==> src/rtl/mpc_pkg.sv <==
// Shared constants, tag/state types and arithmetic helpers for the FCS-MPC
// cost accumulator.
package mpc_pkg;

    localparam int MUL_LAT     = 3;
    localparam int PROD_W      = 22;
    localparam int ACC_W       = 28;
    localparam int IDX_W       = 5;
    localparam int NPC_NUM_VEC = 27;

    typedef struct packed {
        logic valid;
        logic last_term;
        logic last_cand;
    } tag_t;

    typedef enum logic [0:0] {
        S_IDLE = 1'b0,
        S_RUN  = 1'b1
    } state_t;

    // |p| of a signed product; the most negative value maps onto 2^(PROD_W-1)
    function automatic logic [ACC_W-1:0] abs_mag(input logic [PROD_W-1:0] p);
        logic [PROD_W-1:0] u;
        if (p[PROD_W-1]) begin
            u = ~p + {{(PROD_W-1){1'b0}}, 1'b1};
        end else begin
            u = p;
        end
        return {{(ACC_W-PROD_W){1'b0}}, u};
    endfunction

    function automatic logic [ACC_W-1:0] sat_add(input logic [ACC_W-1:0] a,
                                                 input logic [ACC_W-1:0] b);
        logic [ACC_W:0] s;
        s = {1'b0, a} + {1'b0, b};
        if (s[ACC_W]) begin
            return {ACC_W{1'b1}};
        end else begin
            return s[ACC_W-1:0];
        end
    endfunction

endpackage

==> src/rtl/mpc_tag_delay.sv <==
// Clock-enable-gated tag delay line that tracks the multiplier pipeline so
// each product arrives together with its issue-side tag.
module mpc_tag_delay
    import mpc_pkg::*;
#(
    parameter int DEPTH = MUL_LAT
) (
    input  logic clk,
    input  logic rst_n,
    input  logic ce,
    input  tag_t tag_i,
    output tag_t tag_o
);

    tag_t stage_q [DEPTH];

    // Shift register; frozen whenever the multiplier is frozen
    always_ff @(posedge clk or negedge rst_n) begin
        if (!rst_n) begin
            for (int i = 0; i < DEPTH; i++) begin
                stage_q[i] <= 3'b000;
            end
        end else if (ce) begin
            stage_q[0] <= tag_i;
            for (int i = 1; i < DEPTH; i++) begin
                stage_q[i] <= stage_q[i-1];
            end
        end
    end

    assign tag_o = stage_q[DEPTH-1];

endmodule

==> src/rtl/mpc_cost_accum.sv <==
// Accumulates |weighted error| per candidate switching vector and reports the
// minimum-cost candidate at the end of each frame.
module mpc_cost_accum
    import mpc_pkg::*;
(
    input  logic                     clk,
    input  logic                     reset,
    input  logic                     ce,
    input  logic                     in_valid,
    input  logic                     in_last_term,
    input  logic                     in_last_cand,
    input  logic signed [PROD_W-1:0] prod,
    output logic                     done,
    output logic [IDX_W-1:0]         best_idx,
    output logic [ACC_W-1:0]         best_cost,
    output logic                     ovf_err
);

    localparam logic [IDX_W-1:0] CNT_MAX = {IDX_W{1'b1}};

    tag_t              tag_in_s;
    tag_t              tag_tap_s;
    logic              consume_s;
    logic [ACC_W-1:0]  mag_s;
    logic [ACC_W-1:0]  sum_s;
    logic [ACC_W-1:0]  acc_base_s;
    logic [ACC_W-1:0]  best_base_s;
    logic [IDX_W-1:0]  idx_base_s;
    logic [IDX_W-1:0]  cnt_base_s;
    logic [ACC_W-1:0]  cmp_cost_s;
    logic [IDX_W-1:0]  cmp_idx_s;

    state_t            state_q,         state_d;
    logic [ACC_W-1:0]  acc_q,           acc_d;
    logic [IDX_W-1:0]  cand_cnt_q,      cand_cnt_d;
    logic [ACC_W-1:0]  best_cost_int_q, best_cost_int_d;
    logic [IDX_W-1:0]  best_idx_int_q,  best_idx_int_d;
    logic [ACC_W-1:0]  best_cost_q,     best_cost_d;
    logic [IDX_W-1:0]  best_idx_q,      best_idx_d;
    logic              done_q,          done_d;
    logic              ovf_q,           ovf_d;

    assign tag_in_s = tag_t'({in_valid, in_last_term, in_last_cand});

    mpc_tag_delay #(
        .DEPTH (MUL_LAT)
    ) u_tag_delay (
        .clk   (clk),
        .rst_n (reset),
        .ce    (ce),
        .tag_i (tag_in_s),
        .tag_o (tag_tap_s)
    );

    // Running values; a term consumed in S_IDLE starts a fresh frame
    always_comb begin
        consume_s = ce & tag_tap_s.valid;
        mag_s     = abs_mag(prod);
        if (state_q == S_IDLE) begin
            acc_base_s  = {ACC_W{1'b0}};
            best_base_s = {ACC_W{1'b1}};
            idx_base_s  = {IDX_W{1'b0}};
            cnt_base_s  = {IDX_W{1'b0}};
        end else begin
            acc_base_s  = acc_q;
            best_base_s = best_cost_int_q;
            idx_base_s  = best_idx_int_q;
            cnt_base_s  = cand_cnt_q;
        end
        sum_s = sat_add(acc_base_s, mag_s);
        // Strict compare keeps the earlier index on a tie
        if (sum_s < best_base_s) begin
            cmp_cost_s = sum_s;
            cmp_idx_s  = cnt_base_s;
        end else begin
            cmp_cost_s = best_base_s;
            cmp_idx_s  = idx_base_s;
        end
    end

    // Next-state: term consumption, candidate close, frame close
    always_comb begin
        state_d         = state_q;
        acc_d           = acc_q;
        cand_cnt_d      = cand_cnt_q;
        best_cost_int_d = best_cost_int_q;
        best_idx_int_d  = best_idx_int_q;
        best_cost_d     = best_cost_q;
        best_idx_d      = best_idx_q;
        done_d          = 1'b0;
        ovf_d           = ovf_q;
        if (consume_s) begin
            cand_cnt_d      = cnt_base_s;
            best_cost_int_d = best_base_s;
            best_idx_int_d  = idx_base_s;
            if (tag_tap_s.last_term) begin
                acc_d           = {ACC_W{1'b0}};
                best_cost_int_d = cmp_cost_s;
                best_idx_int_d  = cmp_idx_s;
                if (cnt_base_s == CNT_MAX) begin
                    ovf_d = 1'b1;
                end else begin
                    cand_cnt_d = cnt_base_s + {{(IDX_W-1){1'b0}}, 1'b1};
                end
                if (tag_tap_s.last_cand) begin
                    state_d     = S_IDLE;
                    best_cost_d = cmp_cost_s;
                    best_idx_d  = cmp_idx_s;
                    done_d      = 1'b1;
                end else begin
                    state_d = S_RUN;
                end
            end else begin
                acc_d   = sum_s;
                state_d = S_RUN;
            end
        end else begin
            state_d = state_q;
        end
    end

    // State and output registers
    always_ff @(posedge clk or negedge reset) begin
        if (!reset) begin
            state_q         <= S_IDLE;
            acc_q           <= {ACC_W{1'b0}};
            cand_cnt_q      <= {IDX_W{1'b0}};
            best_cost_int_q <= {ACC_W{1'b0}};
            best_idx_int_q  <= {IDX_W{1'b0}};
            best_cost_q     <= {ACC_W{1'b0}};
            best_idx_q      <= {IDX_W{1'b0}};
            done_q          <= 1'b0;
            ovf_q           <= 1'b0;
        end else begin
            state_q         <= state_d;
            acc_q           <= acc_d;
            cand_cnt_q      <= cand_cnt_d;
            best_cost_int_q <= best_cost_int_d;
            best_idx_int_q  <= best_idx_int_d;
            best_cost_q     <= best_cost_d;
            best_idx_q      <= best_idx_d;
            done_q          <= done_d;
            ovf_q           <= ovf_d;
        end
    end

    assign done      = done_q;
    assign best_idx  = best_idx_q;
    assign best_cost = best_cost_q;
    assign ovf_err   = ovf_q;

endmodule

==> config.mk <==
export PLATFORM = sky130hd
export DESIGN_NAME = mpc_cost_accum
export DESIGN_NICKNAME = d
export VERILOG_FILES = /design/src/rtl/mpc_pkg.sv /design/src/rtl/mpc_tag_delay.sv /design/src/rtl/mpc_cost_accum.sv
export SDC_FILE = /design/constraint.sdc
export NUM_CORES = 1
export LEC_CHECK = 0
export CELL_PAD_IN_SITES_DETAIL_PLACEMENT = 0
export CELL_PAD_IN_SITES_GLOBAL_PLACEMENT = 2
export CORE_MARGIN = 1.5
export CORE_UTILIZATION = 40
export DETAILED_ROUTE_END_ITERATION = 10
export DONT_BUFFER_PORTS = 1
export GPL_ROUTABILITY_DRIVEN = 0
export PLACE_DENSITY = 0.86
export SLEW_MARGIN = 20
export SYNTH_ARGS = -nofsm -noshare
export SYNTH_HDL_FRONTEND = slang
export SYNTH_SLANG_ARGS = --single-unit
==> constraint.sdc <==
create_clock -name clk -period 7.2 [get_ports clk]
set_clock_uncertainty 0.05 [all_clocks]
set_input_delay 1.08 -clock clk [delete_from_list [all_inputs] [get_ports clk]]
set_output_delay 1.08 -clock clk [all_outputs]
set_load 0.05 [all_outputs]
Word-level counts from Yosys, hierarchy flattened

Cells that the tools add are included.

Add/subtract/negate cells: 3
Order comparisons: 1
Equal/unequal tests: 1
Multiplexer cells: 18
Bitwise gates (word level): 2
Reduce and logical (&&, ||, !) cells: 2

Operators by type and width:

| kind                    | count |
|---|---|
| $mux W28                | 6 |
| $mux W5                 | 6 |
| $add A28 B22 Y29        | 1 |
| $lt A28 B28 Y1          | 1 |
| $add A22 B1 Y22 const B | 1 |
| $mux W22                | 1 |
| $not A22 Y22            | 1 |
| $reduce_and A3 Y1       | 2 |
| $add A5 B1 Y5 const B   | 1 |
| $eq A5 B5 Y1 const B    | 1 |
| $mux W1                 | 5 |
| $and A1 B1 Y1           | 1 |

Flip-flop bits (word level): 111
Input port bits: 28

Logic depth before layout (Yosys ltp)

Depth in word-level cells: 8
Mapped depth: 27
Gate-level depth less buffers: 24

By module

Synthesis repeated with hierarchy kept, for this count alone.

Cells, all modules: 870
Area, all modules: 7546.0 µm²

By module, submodules not included:

| module         | instances | cells each | area each (µm²) | seq. area each (µm²) |
|---|---|---|---|---|
| mpc_cost_accum | 1         | 848        | 7151.9          | 2552.4 |
| mpc_tag_delay  | 1         | 22         | 394.1           | 225.2 |

Least setup slack after synthesis

Ideal clock, no wire load.

Path type: input -> register
Start point: in prod[3]
End point: reg best_cost_q[7] (netlist: best_cost[7])
Library setup time: 0.125 ns
Arrival: 6.972 ns
Setup slack: 0.054 ns
Cell stages on the path: 25
Path buffers: 2
Cells stage by stage: nor3_1 nand3_1 or2_2 or4_1 nand2b_1 o31ai_1 xnor2_1 ha_1 clkbuf_1 o21a_1 o21ai_0 o21ai_0 a221o_1 and3_1 nor3_1 inv_1 ha_1 nand4_1 nor4_1 nand3_1 or4b_1 o211ai_2 buf_6 mux2i_1 mux2_2

Word-level cells in the longest chain between the ends: 7

Ends and longest elaborated chain:

| element              | RTL line              | RTL |
|---|---|---|
| from (decl)          | mpc_cost_accum.sv:12  | `input logic signed [PROD_W-1:0] prod,` |
| $not A22 Y22         | mpc_pkg.sv:26         | `u = ~p + {{(PROD_W-1){1'b0}}, 1'b1};` |
| $add A22 B1 Y22      | mpc_pkg.sv:26         |  |
| $mux W22 *           | mpc_pkg.sv:25         | `if (p[PROD_W-1]) begin` |
| $add A28 B22 Y29 *   | mpc_pkg.sv:36         | `s = {1'b0, a} + {1'b0, b};` |
| $mux W28 *           | mpc_pkg.sv:37         | `if (s[ACC_W]) begin` |
| $lt A28 B28 Y1       | mpc_cost_accum.sv:72  | `if (sum_s < best_base_s) begin` |
| $mux W28 *           | mpc_cost_accum.sv:72  |  |
| to (signal assigned) | mpc_cost_accum.sv:130 | `best_cost_q <= {ACC_W{1'b0}};` |
| to (signal assigned) | mpc_cost_accum.sv:140 | `best_cost_q <= best_cost_d;` |
| to (decl)            | mpc_cost_accum.sv:38  | `logic [ACC_W-1:0] best_cost_q, best_cost_d;` |

Mark *: on every way between the ends. The rest lies on a longest branch, timed or not.
A chain may end at the register's enable or synchronous reset.

Worst setup path after layout

Start point: in prod[3]
End point: reg best_cost_q[3] (netlist: best_cost[3])

Same word-level chain as after synthesis.

==> results.yml <==
final_layout:
  multi_input_area_um2: 4570
  diodes: 0
  drive_above_1_share: 0.173
  fill_cells: 1754
  final_cell_area_um2: 8760
  seqCellArea_um2: 2780
  syn_to_final_growth_pct: 14.9
  final_nets: 981
synth:
  yosysMostFrequentCell: "dfrtp_1"
  ys_types: 75
  synth_edf_count: 0
  yosysSeqAreaShare: 0.365
  synth_top_cells_by_count: "111 x dfrtp_1, 96 x nor2_1, 85 x nand2_1, 65 x o21ai_0, 51 x ha_1"
  ys.flop_type: "dfrtp_1"
  synthCells: 859
  async_flop_share: 1.00
  yosys.area.top_type: "dfrtp_1"
  syn_area_um2: 7620
  syn_nets: 939
  synth_top_area_frac: 0.365
  syn_avg_cell_area_um2: 8.87
  synthTopCellsByArea: "dfrtp_1 36%, ha_1 8.4%, nor2_1 4.7%"
  ys_ff_latch: 111
  yosys_warnings: 0
timing:
  report.final.slew_viol_count: 0
  period_minus_slack_ns: 6.84
  setup_viol: 0
  max_freq_mhz: 146
  grt_setup_unrepaired: "no"
  max_slew_margin: 0.410
  layout_setup_ws_ns: 0.361
  tightestPinTransition_ns: 0.883
  hold_viol: 0
  whs_ns: 0.373
  post-route-period-util: 0.950
floorplanning:
  start_util: 0.407
  die_h_um: 141
  core_um2: 18700
  row_count: 50
  ios: 63
  die_w_um: 141
  fp.dieArea_um2: 19900
flow_run:
  cap_violations: 0
cts:
  cts.path.max_buffers: 2
  clkSlewWorstSetupHoldPaths_ns: 0.07
  cts_tree: "built"
  clockRootBuffer: "clkbuf_16"
  clk_latency_ns: 0.35
  numCtsBuffers: 9
  cts-htree-levels: 3
  clock-sinks: 111
worst_setup_path:
  cp_slowest_cell: "or4b_4"
  worst-path-max-fanout: 12
  critical_path_class: "input port to flop"
  r2r_cells: 19
  end_kind: "flop"
  critPathLaunchType: "input port"
  crit_required_ns: 7.38
  cp_common_cell: "buf_4"
  critPathArrivalTime_ns: 7.02
  cpPeakStageDelay_ns: 0.56
placement:
  preCtsSetupSlack_ns: -0.218
  dpl-instance-area_um2: 8370
  dp_hpwl_um: 16500
  io_buffers: 0
grt:
  track_usage: 0.228
  antenna_found_initial: 0
  grt_start_max_net_pins: 112
  grt_pass1_wl_um: 36000
  grt_pass1_vias: 6754
  gr-total-overflow: 0
route:
  drtIter0Drc: 539
  drc_errors: 0
  drt_wl_total_um: 21900
  wl_per_cell_um: 19.2
  routed_via_density: 5.89
  via_count: 6720
  first_pass_iters: 5
  ant_nets: 0
pwr:
  p_leak_uw: 0.00395
  total_power_uw: 4140
  powerDensity_nw_per_um2: 473
  ir_drop_mv: 0.200
run_status:
  status: "finished, final reports clean"
min_path:
  hp-class: "input port to asynchronous set/reset pin"
## layer usage
metal / global-route usage / wire (µm) / vias up
met5: 0 / 0 / -
met4: 0.0543 / 374 / 0
met3: 0.0377 / 896 / 26
met2: 0.395 / 10900 / 152
met1: 0.298 / 9810 / 3336
li1: - / - / 3206
## where the power goes
group	internal, µW	total, µW	switching [µW]
clock	282	516	234
sequential	862	1340	481
combinational	1000	2280	1280
total	2150	4140	2000
## registers in the layout (all words and copies together), names as in the netlist
signal	count
acc_q	28
best_cost	28
best_cost_int_q	28
u_tag_delay.stage_q	6
best_idx	5
best_idx_int_q	5
cand_cnt_q	5
u_tag_delay.tag_o	3
done	1
ovf_err	1
state_q	1
## critical path: cells and delay by family
family                   cells  cell delay (ns)
AO/OA/AOI/OAI                4             0.98
adder cells (fa/ha/maj)      2             0.58
buffers and inverters        7             1.10
AND/OR/NAND/NOR             13             3.27
## final cells by class
type / instances / area share
Clock buffer: 10 / 0.0273
Clock inverter: 6 / 0.00786
Inverter: 35 / 0.0150
Multi-Input combinational cell: 664 / 0.522
Sequential cell: 111 / 0.317
Tap cell: 234 / 0.0334
Timing Repair Buffer: 80 / 0.0772
## final timing paths
kind                       slack, ns     start             to
max                             0.36   prod[3]   best_cost[3]
min                             0.37     reset      acc_q[16]
max reg2reg                     1.40   state_q   best_cost[3]
min reg2reg                     0.44  acc_q[5]       acc_q[5]
max in group asynchronous       6.46     reset  best_cost[18]
min in group clk                0.44  acc_q[5]       acc_q[5]
## cells in the final DEF (no fill, tap or decap), types with 7 or more instances in the layout
master and instances:
dfrtp_1 111, nor2_1 94, nand2_1 84, buf_4 74, o21ai_0 63, ha_1 50, a21oi_1 42, inv_1 35
xnor2_1 29, and2_1 27, nand3_1 22, a22oi_1 18, a2bb2oi_2 17, a21o_1 13, nor3_1 12, o31ai_1 12
mux2_2 12, a31oi_1 11, nand4_1 10, o211ai_1 10, xor2_1 9, clkbuf_16 9, a211oi_1 7, or3_1 7
## kinds of logic after synthesis
kind of cell | Yosys count | share of synthesized area
muxes | 18 | 0.0256
AOI/OAI and AO/OA | 255 | 0.245
and+or+nand+nor | 301 | 0.187
adders and majority gates | 52 | 0.0864
buffers and inverters | 84 | 0.0473
DFF | 111 | 0.365
xor gates and xnor gates | 38 | 0.0437
## stage by stage
stage | std cells | util | TNS [ns]
after floorplan | 859 | - | 0
after global placement | 1123 | 0.447 | -0.0394
after detailed placement | 1123 | 0.447 | -9.11
after CTS | 1139 | 0.464 | 0
after global routing | 1140 | 0.468 | 0
final | 1140 | 0.468 | 0
## timing repair
item / 4_1_cts / 5_1_grt
buffers inserted: 0 / 1
resized for setup: 0 / 16
hold buffers: 0 / 0
setup endpoints to repair: 0 / 66
Note: power is estimated with default switching activity, not from simulation.
